File: config.mk
export PLATFORM = sky130hd
export DESIGN_NAME = ptw_monitor_mc
export DESIGN_NICKNAME = d
export VERILOG_FILES = /design/src/rtl/ptw_monitor_mc.sv
export SDC_FILE = /design/constraint.sdc
export NUM_CORES = 1
export LEC_CHECK = 0
export ABC_AREA = 1
export CAP_MARGIN = 40
export CORE_MARGIN = 3
export CORE_UTILIZATION = 45
export CTS_CLUSTER_DIAMETER = 60
export DETAILED_ROUTE_END_ITERATION = 10
export PLACE_DENSITY = 0.73
export SLEW_MARGIN = 20
export SYNTH_ARGS = -nofsm -noshare
export SYNTH_HDL_FRONTEND = slang
export SYNTH_SLANG_ARGS = --single-unit
File: constraint.sdc
create_clock -name clk -period 2.5 [get_ports clk]
set_clock_uncertainty 0.05 [all_clocks]
set_input_delay 0.5 -clock clk [delete_from_list [all_inputs] [get_ports clk]]
set_output_delay 0.5 -clock clk [all_outputs]
set_load 0.02 [all_outputs]
File: src/rtl/ptw_monitor_mc.sv
// Purpose : per-channel PTW walk monitor; tracks outstanding walks, latency, hit/miss/AE counts, sticky errors.
// Latency : all outputs are registered; counters and errors reflect an event one clock after it is sampled.
// Backpress: passive observer; req_ready/req_valid are only sampled, never driven.
// Ports   : clk, rst_n (async active-low), stats_clr; req_valid/req_ready/req_addr per channel;
//           resp_valid/resp_ae/resp_pte_v/resp_ppn/resp_flags per channel; hit_cnt/miss_cnt/ae_cnt,
//           max_lat, busy, err_timeout/err_spurious/err_overlap per channel.
// Option  : define PTW_MON_LOG_EN to print one `logI line per response and per error event.
`ifdef PTW_MON_LOG_EN
`ifndef logI
`define logI(msg) $display("%s", msg)
`endif
`endif

module ptw_monitor_mc #(
  parameter int NUM_REQ     = 2,
  parameter int VPN_W       = 27,
  parameter int PPN_W       = 54,
  parameter int CNT_W       = 32,
  parameter int LAT_W       = 16,
  parameter int TIMEOUT_CYC = 1024
) (
  input  logic                     clk,
  input  logic                     rst_n,
  input  logic                     stats_clr,
  input  logic [NUM_REQ-1:0]       req_ready,
  input  logic [NUM_REQ-1:0]       req_valid,
  input  logic [NUM_REQ*VPN_W-1:0] req_addr,
  input  logic [NUM_REQ-1:0]       resp_valid,
  input  logic [NUM_REQ-1:0]       resp_ae,
  input  logic [NUM_REQ-1:0]       resp_pte_v,
  input  logic [NUM_REQ*PPN_W-1:0] resp_ppn,
  input  logic [NUM_REQ*7-1:0]     resp_flags,
  output logic [NUM_REQ*CNT_W-1:0] hit_cnt,
  output logic [NUM_REQ*CNT_W-1:0] miss_cnt,
  output logic [NUM_REQ*CNT_W-1:0] ae_cnt,
  output logic [NUM_REQ*LAT_W-1:0] max_lat,
  output logic [NUM_REQ-1:0]       busy,
  output logic [NUM_REQ-1:0]       err_timeout,
  output logic [NUM_REQ-1:0]       err_spurious,
  output logic [NUM_REQ-1:0]       err_overlap
);

  localparam logic [1:0] S_IDLE = 2'd0;
  localparam logic [1:0] S_WAIT = 2'd1;
  localparam logic [1:0] S_TMO  = 2'd2;

  // Timeout threshold at latency width; values beyond LAT_W wrap.
  localparam logic [LAT_W-1:0] L_TMO = LAT_W'(TIMEOUT_CYC);

  for (genvar i = 0; i < NUM_REQ; i++) begin : g_ch
    logic [1:0]       r_state;
    logic [LAT_W-1:0] r_lat;
    logic [VPN_W-1:0] r_vpn;
    logic [CNT_W-1:0] r_hit, r_miss, r_ae;
    logic [LAT_W-1:0] r_max;
    logic             r_tmo, r_spur, r_ovl;

    logic             w_fire, w_rsp, w_active, w_done, w_to;
    logic [LAT_W-1:0] w_lat_inc;

    assign w_fire    = req_valid[i] & req_ready[i];
    assign w_rsp     = resp_valid[i];
    assign w_active  = (r_state != S_IDLE);
    assign w_done    = w_active & w_rsp;
    // r_lat holds k-1 on the edge k cycles after fire, so the
    // saturated increment is both the completion latency and the
    // value compared against the timeout threshold.
    assign w_lat_inc = (&r_lat) ? r_lat : r_lat + 1'b1;
    assign w_to      = (r_state == S_WAIT) & ~w_rsp & ~w_fire & (w_lat_inc == L_TMO);

    // Walk tracking; stats_clr deliberately has no effect here.
    always_ff @(posedge clk or negedge rst_n) begin
      if (!rst_n) begin
        r_state <= S_IDLE;
        r_lat   <= '0;
        r_vpn   <= '0;
      end else if (w_fire) begin
        // New walk always opens in WAIT, whether from IDLE, WAIT or TMO.
        r_state <= S_WAIT;
        r_lat   <= '0;
        r_vpn   <= req_addr[i*VPN_W +: VPN_W];
      end else if (w_done) begin
        r_state <= S_IDLE;
      end else begin
        if (w_active) r_lat <= w_lat_inc;
        if (w_to)     r_state <= S_TMO;
      end
    end

    // Statistics and sticky errors; a same-cycle clear drops the event.
    always_ff @(posedge clk or negedge rst_n) begin
      if (!rst_n) begin
        r_hit  <= '0;
        r_miss <= '0;
        r_ae   <= '0;
        r_max  <= '0;
        r_tmo  <= 1'b0;
        r_spur <= 1'b0;
        r_ovl  <= 1'b0;
      end else if (stats_clr) begin
        r_hit  <= '0;
        r_miss <= '0;
        r_ae   <= '0;
        r_max  <= '0;
        r_tmo  <= 1'b0;
        r_spur <= 1'b0;
        r_ovl  <= 1'b0;
      end else begin
        if (w_done) begin
          if (resp_ae[i]) begin
            if (~&r_ae) r_ae <= r_ae + 1'b1;
          end else if (!resp_pte_v[i]) begin
            if (~&r_miss) r_miss <= r_miss + 1'b1;
          end else begin
            if (~&r_hit) r_hit <= r_hit + 1'b1;
          end
          if (w_lat_inc > r_max) r_max <= w_lat_inc;
        end
        if (w_to)                         r_tmo  <= 1'b1;
        if (w_rsp & ~w_active)            r_spur <= 1'b1;
        if (w_fire & w_active & ~w_rsp)   r_ovl  <= 1'b1;
      end
    end

    assign hit_cnt [i*CNT_W +: CNT_W] = r_hit;
    assign miss_cnt[i*CNT_W +: CNT_W] = r_miss;
    assign ae_cnt  [i*CNT_W +: CNT_W] = r_ae;
    assign max_lat [i*LAT_W +: LAT_W] = r_max;
    assign busy[i]         = w_active;
    assign err_timeout[i]  = r_tmo;
    assign err_spurious[i] = r_spur;
    assign err_overlap[i]  = r_ovl;

`ifdef PTW_MON_LOG_EN
    always @(posedge clk) begin
      if (rst_n) begin
        if (w_done) begin
          if (resp_ae[i])
            `logI($sformatf("-->PTW%0d access fault: VPN=0x%0h", i, r_vpn));
          else if (!resp_pte_v[i])
            `logI($sformatf("-->PTW%0d miss: VPN=0x%0h", i, r_vpn));
          else
            `logI($sformatf("-->PTW%0d hit: VPN=0x%0h PPN=0x%0h d/a/g/u/x/w/r=%07b lat=%0d",
                            i, r_vpn, resp_ppn[i*PPN_W +: PPN_W], resp_flags[i*7 +: 7], w_lat_inc));
        end
        if (w_to)
          `logI($sformatf("-->PTW%0d timeout: VPN=0x%0h", i, r_vpn));
        if (w_rsp & ~w_active)
          `logI($sformatf("-->PTW%0d spurious response", i));
        if (w_fire & w_active & ~w_rsp)
          `logI($sformatf("-->PTW%0d overlap: old VPN=0x%0h new VPN=0x%0h", i, r_vpn,
                          req_addr[i*VPN_W +: VPN_W]));
      end
    end
`else
    // Captured VPN and response payload only feed the log path.
    logic w_unused_log;
    assign w_unused_log = ^{r_vpn, resp_ppn[i*PPN_W +: PPN_W], resp_flags[i*7 +: 7]};
`endif
  end

endmodule

# Word level (Yosys, flattened, before mapping)

Cells that the tools add are included.

Logic and storage cells: 164
Register bits: 266
Output and inout bits: 232

Mux-type cells: 60
$add $sub $neg: 8
Order comparisons: 2
Eq/ne operators: 16
Reductions and logical operators: 38
Bitwise logic cells: 22

Operators by type and width:

| kind                  | number |
|---|---|
| $mux 32               | 28 |
| $mux 16               | 14 |
| $add 32x1->32 const B | 6 |
| $reduce_and 32->1     | 6 |
| $reduce_bool 2->1     | 18 |
| $add 16x1->16 const B | 2 |
| $eq 16x11->1 const B  | 2 |
| $gt 16x16->1          | 2 |
| $reduce_and 16->1     | 2 |
| $ne 2x2->1 const B    | 12 |
| $and 1x1->1           | 16 |
| $reduce_and 4->1      | 4 |
| $mux 1                | 12 |
| $mux 2                | 6 |
| $reduce_and 2->1      | 4 |
| $not 1->1             | 6 |
| $reduce_and 3->1      | 2 |
| $reduce_bool 3->1     | 2 |
| $eq 2x1->1 const B    | 2 |

# Logic depth before layout (Yosys ltp)

Depth after elaboration: 7
Mapped depth: 19

# Worst setup path before layout

No wires, ideal clock.

Path kind: flip-flop to flip-flop
Start: register g_ch[1].r_lat[0]
End: register g_ch[1].r_max[4]
Arrival time: 2.532 ns
Setup slack: -0.209 ns
Cell stages (with the launch flop): 18
Buffers on the path: 2
Cell sequence: dfrtp_1 > ha_1 > nand3_1 > nor2_1 > nand2_1 > buf_2 > nand2_1 > nand2_1 > inv_1 > ha_1 > a21oi_1 > o21ai_0 > a21oi_1 > o21ai_1 > nand2_1 > nand2_1 > buf_2 > o21ai_0

Cells in the longest elaborated chain, start to end: 5
Elaborated cells between the ends (all ways): 9

RTL lines:

| what                                                   | RTL line | RTL |
|---|---|---|
| start: declaration                                     | 52       | `logic [LAT_W-1:0] r_lat;` |
| start signal: assignment                               | 85       | `if (w_active) r_lat <= w_lat_inc;` |
| $add 16x1->16 or $reduce_and 16->1 (tied branches)     | 68       | `assign w_lat_inc = (&r_lat) ? r_lat : r_lat + 1'b1;` |
| $mux 16 (*)                                            | 68       |  |
| $gt 16x16->1 or $mux 16 (tied branches)                | 117      | `if (w_lat_inc > r_max) r_max <= w_lat_inc;` |
| $reduce_bool 2->1 (no line) or $mux 16 (tied branches) | -        |  |
| $reduce_and 2->1 (no line) or $mux 16 (tied branches)  | -        |  |
| end signal: assignment                                 | 117      |  |
| end: declaration                                       | 55       | `logic [LAT_W-1:0] r_max;` |

Mark *: on every way between the ends. The rest lies on a longest branch, timed or not. The select of a mux whose other input is x is not followed.
A chain may end at the register's enable or synchronous reset.

# Worst setup path in the final report

Start: register g_ch[1].r_lat[1]
End: register g_ch[1].r_max[3]

Same word-level chain as after synthesis.

==> summary.md <==
| Metric | Value |
|---|---|
| Power Density | 486 nW/µm² |
| First-pass GRT wire length | 92700 µm |
| Critical path data required time | 2870 ps |
| Total negative setup slack | -3670 ps |
| Placed cells | 3274 |
| Crit Path Category | flip-flop to flip-flop |
| Nets@finish | 3059 |
| Post-layout min period | 2740 ps |
| DR WL/cell | 17.5 µm |
| Status | finished, violations left |
| Critical path's largest stage delay | 410 ps |
| YS warnings | 0 |
| Part of the cycle the worst path needs | 1.10 |
| Worst-path clk slew | 60 ps |
| P&R area growth vs syn | 38.7% |
| Routed Antenna Nets | 0 |
| Die width | 202 µm |
| Grt ovf | 0 |
| Met2 Use GR | 0.457 |
| Synthesized area | 17300 µm² |
| MaxCap Viol Count | 0 |
| Leakage | 9.76 nW |
| DIE AREA | 40800 µm² |
| Fin Hold WS | 284 ps |
| Clock power share | 0.459 |
| Mux contribution to synthesized area | 0 |
| Synth Area in Simple Gates | 0.347 |
| Most Crowded Layer GR | met2 |
| Crit end category | flip-flop |
| Top_reg_cell synth | dfrtp_1 |
| Slew Viols, Final | 0 |
| Finish-stage setup viols | 30 |
| CTS Buffer Depth | 3 |
| Cell Chain, Critical Path | buf_6 > nand2_2 > nor2_2 > nand2_2 > nor2_4 > nand2_1 > nand2_1 > nand2_2 > nand2_2 > ha_4 > a21oi_1 > o21ai_1 > a21oi_2 > o21ai_2 > buf_4 > buf_6 > nand4_1 > o21ai_4 |
| Routing usage on met1 | 0.357 |
| Fin cells | 3368 |
| Psw | 3.22 mW |
| Worst hold-check path type | input port to flip-flop |
| Final WS setup | -238 ps |
| XOR/XNOR Fraction of Synth Area | 0.0446 |
| Number of global-route vias before repair | 18283 |
| Syn nets | 2649 |
| Largest net degree at the start of global routing | 68 |
| Via Count | 18861 |
| DP Wirelength | 42200 µm |
| CTS tree | yes |
| Internal power | 8.42 mW |
| RSZ-0062 raised after global routing | true |
| Synthesized area per cell | 7.13 µm² |
| Initial Utilization | 0.457 |
| Met3 Track Usage GR | 0.0464 |
| Part of the power in combinational logic | 0.159 |
| Final WL | 58800 µm |
| Core area | 37800 µm² |
| Initial antenna violation count | 1 |
| Critical path peak fanout | 6 |
| Fin area | 23900 µm² |
| Clk_lat worst skew | 540 ps |
| Fraction of registers with async set/reset | 1.00 |
| Num Clock Sinks | 266 |
| Via density per instance | 5.60 |
| Largest family of logic cells by synthesized area | simple AND/OR/NAND/NOR gates |
| Fill count | 3174 |
| Slowest CP cell | dfrtp_1 |
| Peak VDD IR | 397 µV |
| RD Place Congestion | 0.958 |
| Seq cells post-synth | 266 |
| CTS Buf Count | 37 |
| Yosys cell types | 41 |
| Chip height | 202 µm |
| DP Area | 21400 µm² |
| Synthesized-area fraction occupied by adder cells | 0.0290 |
| Register area share after synthesis | 0.386 |
| Layout cell share with drive strength beyond 1 | 0.178 |
| Post-synth EDFFs | 0 |
| Hold Fails Final Rpt | 0 |
| # port buffers | 244 |
| Fmax | 365 MHz |
| CTS H-tree depth | 2 |
| Crit path launch type | flip-flop |
| Failing checks | setup timing |
| Flop pwr share | 0.382 |
| Slew @ Worst Pin | 657 ps |
| 1st-pass router iterations | 5 |
| Post-Syn Instances | 2420 |
| Row count | 71 |
| Gr usage total | 0.275 |
| CP dominant cell by count | nand2_2 |
| Worst path arrival time | 3110 ps |
| Complex-gate fraction of the synthesized area | 0.106 |
| Root Buffer | clkbuf_16 |
| Slew headroom | 0.562 |
| IO Count | 421 |
| Initial DRC count | 1412 |
| Drc violations | 0 |
| Final Power | 11.6 mW |
| Sw frac | 0.277 |
worst max-delay path: cells and delay by family (launching register included):
kind                       cells  cell delay, ps
and+or+nand+nor                9             900
AOI/OAI and AO/OA              5             620
buffers and inverters          3             430
DFF                            1             410
adders and majority gates      1             220
cell usage after synthesis, drive strengths merged, types with 23 or more instances:
cell,n,share of area
ha,40,0.029
xnor2,23,0.012
buf,53,0.019
nand3,193,0.057
nand4,116,0.045
xor2,65,0.033
nor2,284,0.065
clkbuf,25,0.0054
inv,290,0.063
a21oi,68,0.020
dfrtp,266,0.39
o21ai,179,0.055
o31ai,59,0.026
nor3,110,0.033
nand2,603,0.13
per-stage QoR:
stage	util	setup slack, ps
floorplan	-	-3.29
global placement	0.568	-235
detailed placement	0.568	-283
CTS	0.618	-70.5
global route	0.634	-369
finish	0.634	-238
flip-flops by register name, summed over array words and instances (netlist names):
signal        count
g_ch.r_ovl        2
g_ch.r_miss      64
g_ch.r_tmo        2
g_ch.r_spur       2
g_ch.r_hit       64
g_ch.r_state      4
g_ch.r_max       32
g_ch.r_ae        64
g_ch.r_lat       32
cell families (layout without fill, tap and decap cells):
kind of cell / count (synthesis) / after routing
and+or+nand+nor: 1335 / 1336
buffers and inverters: 368 / 803
AOI/OAI and AO/OA: 323 / 323
DFF: 266 / 266
xor gates and xnor gates: 88 / 88
adders and majority gates: 40 / 40
other: 0 / 1
layout make-up:
class	count	area, µm²	area share
Timing Repair Buffer	447	4180	0.175
Clock buffer	52	1100	0.0461
Sequential cell	266	6660	0.278
Clock inverter	13	131	0.00549
Multi-Input combinational cell	1787	10100	0.422
Timing Repair inverter	1	5.00	0.000209
Tap cell	511	639	0.0267
Inverter	290	1110	0.0462
Antenna cell	1	2.50	0.000104
cells in the final DEF, fill, tap and decap left out, types with 17 or more instances in the layout:
master and instances:
xnor2_1 23, o31ai_1 59, buf_6 27, nor2_4 20
clkbuf_16 39, nand4_1 108, ha_4 22, ha_1 18
inv_2 22, nand3_1 173, o21ai_1 64, nor2_1 246
xor2_1 63, nor2_2 17, nand2_1 547, o21ai_0 80
nor3_1 105, nand2_2 41, buf_4 166, dfrtp_1 262
a21oi_1 52, clkdlybuf4s50_1 242, o21ai_2 34, inv_1 263
power groups by stage:
stage               Clock [mW]  Sequential, mW  Combinational, mW
detailed placement           0            4.50               1.33
finish                    5.34            4.44               1.85
global placement             0            4.50               1.29
floorplan                    0            4.53              0.688
CTS                       5.46            4.44               1.67
global route              5.64            4.44               1.98
repair_timing:
action	in CTS	in global routing
pin swaps	44	52
endpoints found under the hold margin	60	0
hold buffers	1	0
cloned	2	2
setup endpoints to repair	32	53
buffers inserted	12	11
gates resized for setup	152	114
layer usage:
| layer | vias up | wire [µm] |
|---|---|---|
| met4 | 0 | 2270 |
| li1 | 8876 | - |
| met2 | 826 | 27900 |
| met3 | 144 | 4780 |
| met1 | 9015 | 23800 |
| met5 | - | 0 |
path summary, 6_finish.rpt:
kind,slack [ps],to,cells after the start,from
max,-240,g_ch[1].r_max[3]$_DFFE_PN0P_,18,g_ch[1].r_lat[1]$_DFFE_PN0P_
max reg2reg,-240,g_ch[1].r_max[3]$_DFFE_PN0P_,18,g_ch[1].r_lat[1]$_DFFE_PN0P_
min in group asynchronous,470,g_ch[1].r_miss[30]$_DFFE_PN0P_,2,rst_n
max in group asynchronous,1240,g_ch[0].r_lat[2]$_DFFE_PN0P_,3,rst_n
min,280,g_ch[0].r_hit[3]$_DFFE_PN0P_,2,stats_clr
min reg2reg,460,g_ch[0].r_ovl$_DFFE_PN0P_,2,g_ch[0].r_ovl$_DFFE_PN0P_
Power figures use the tool's default switching activity.
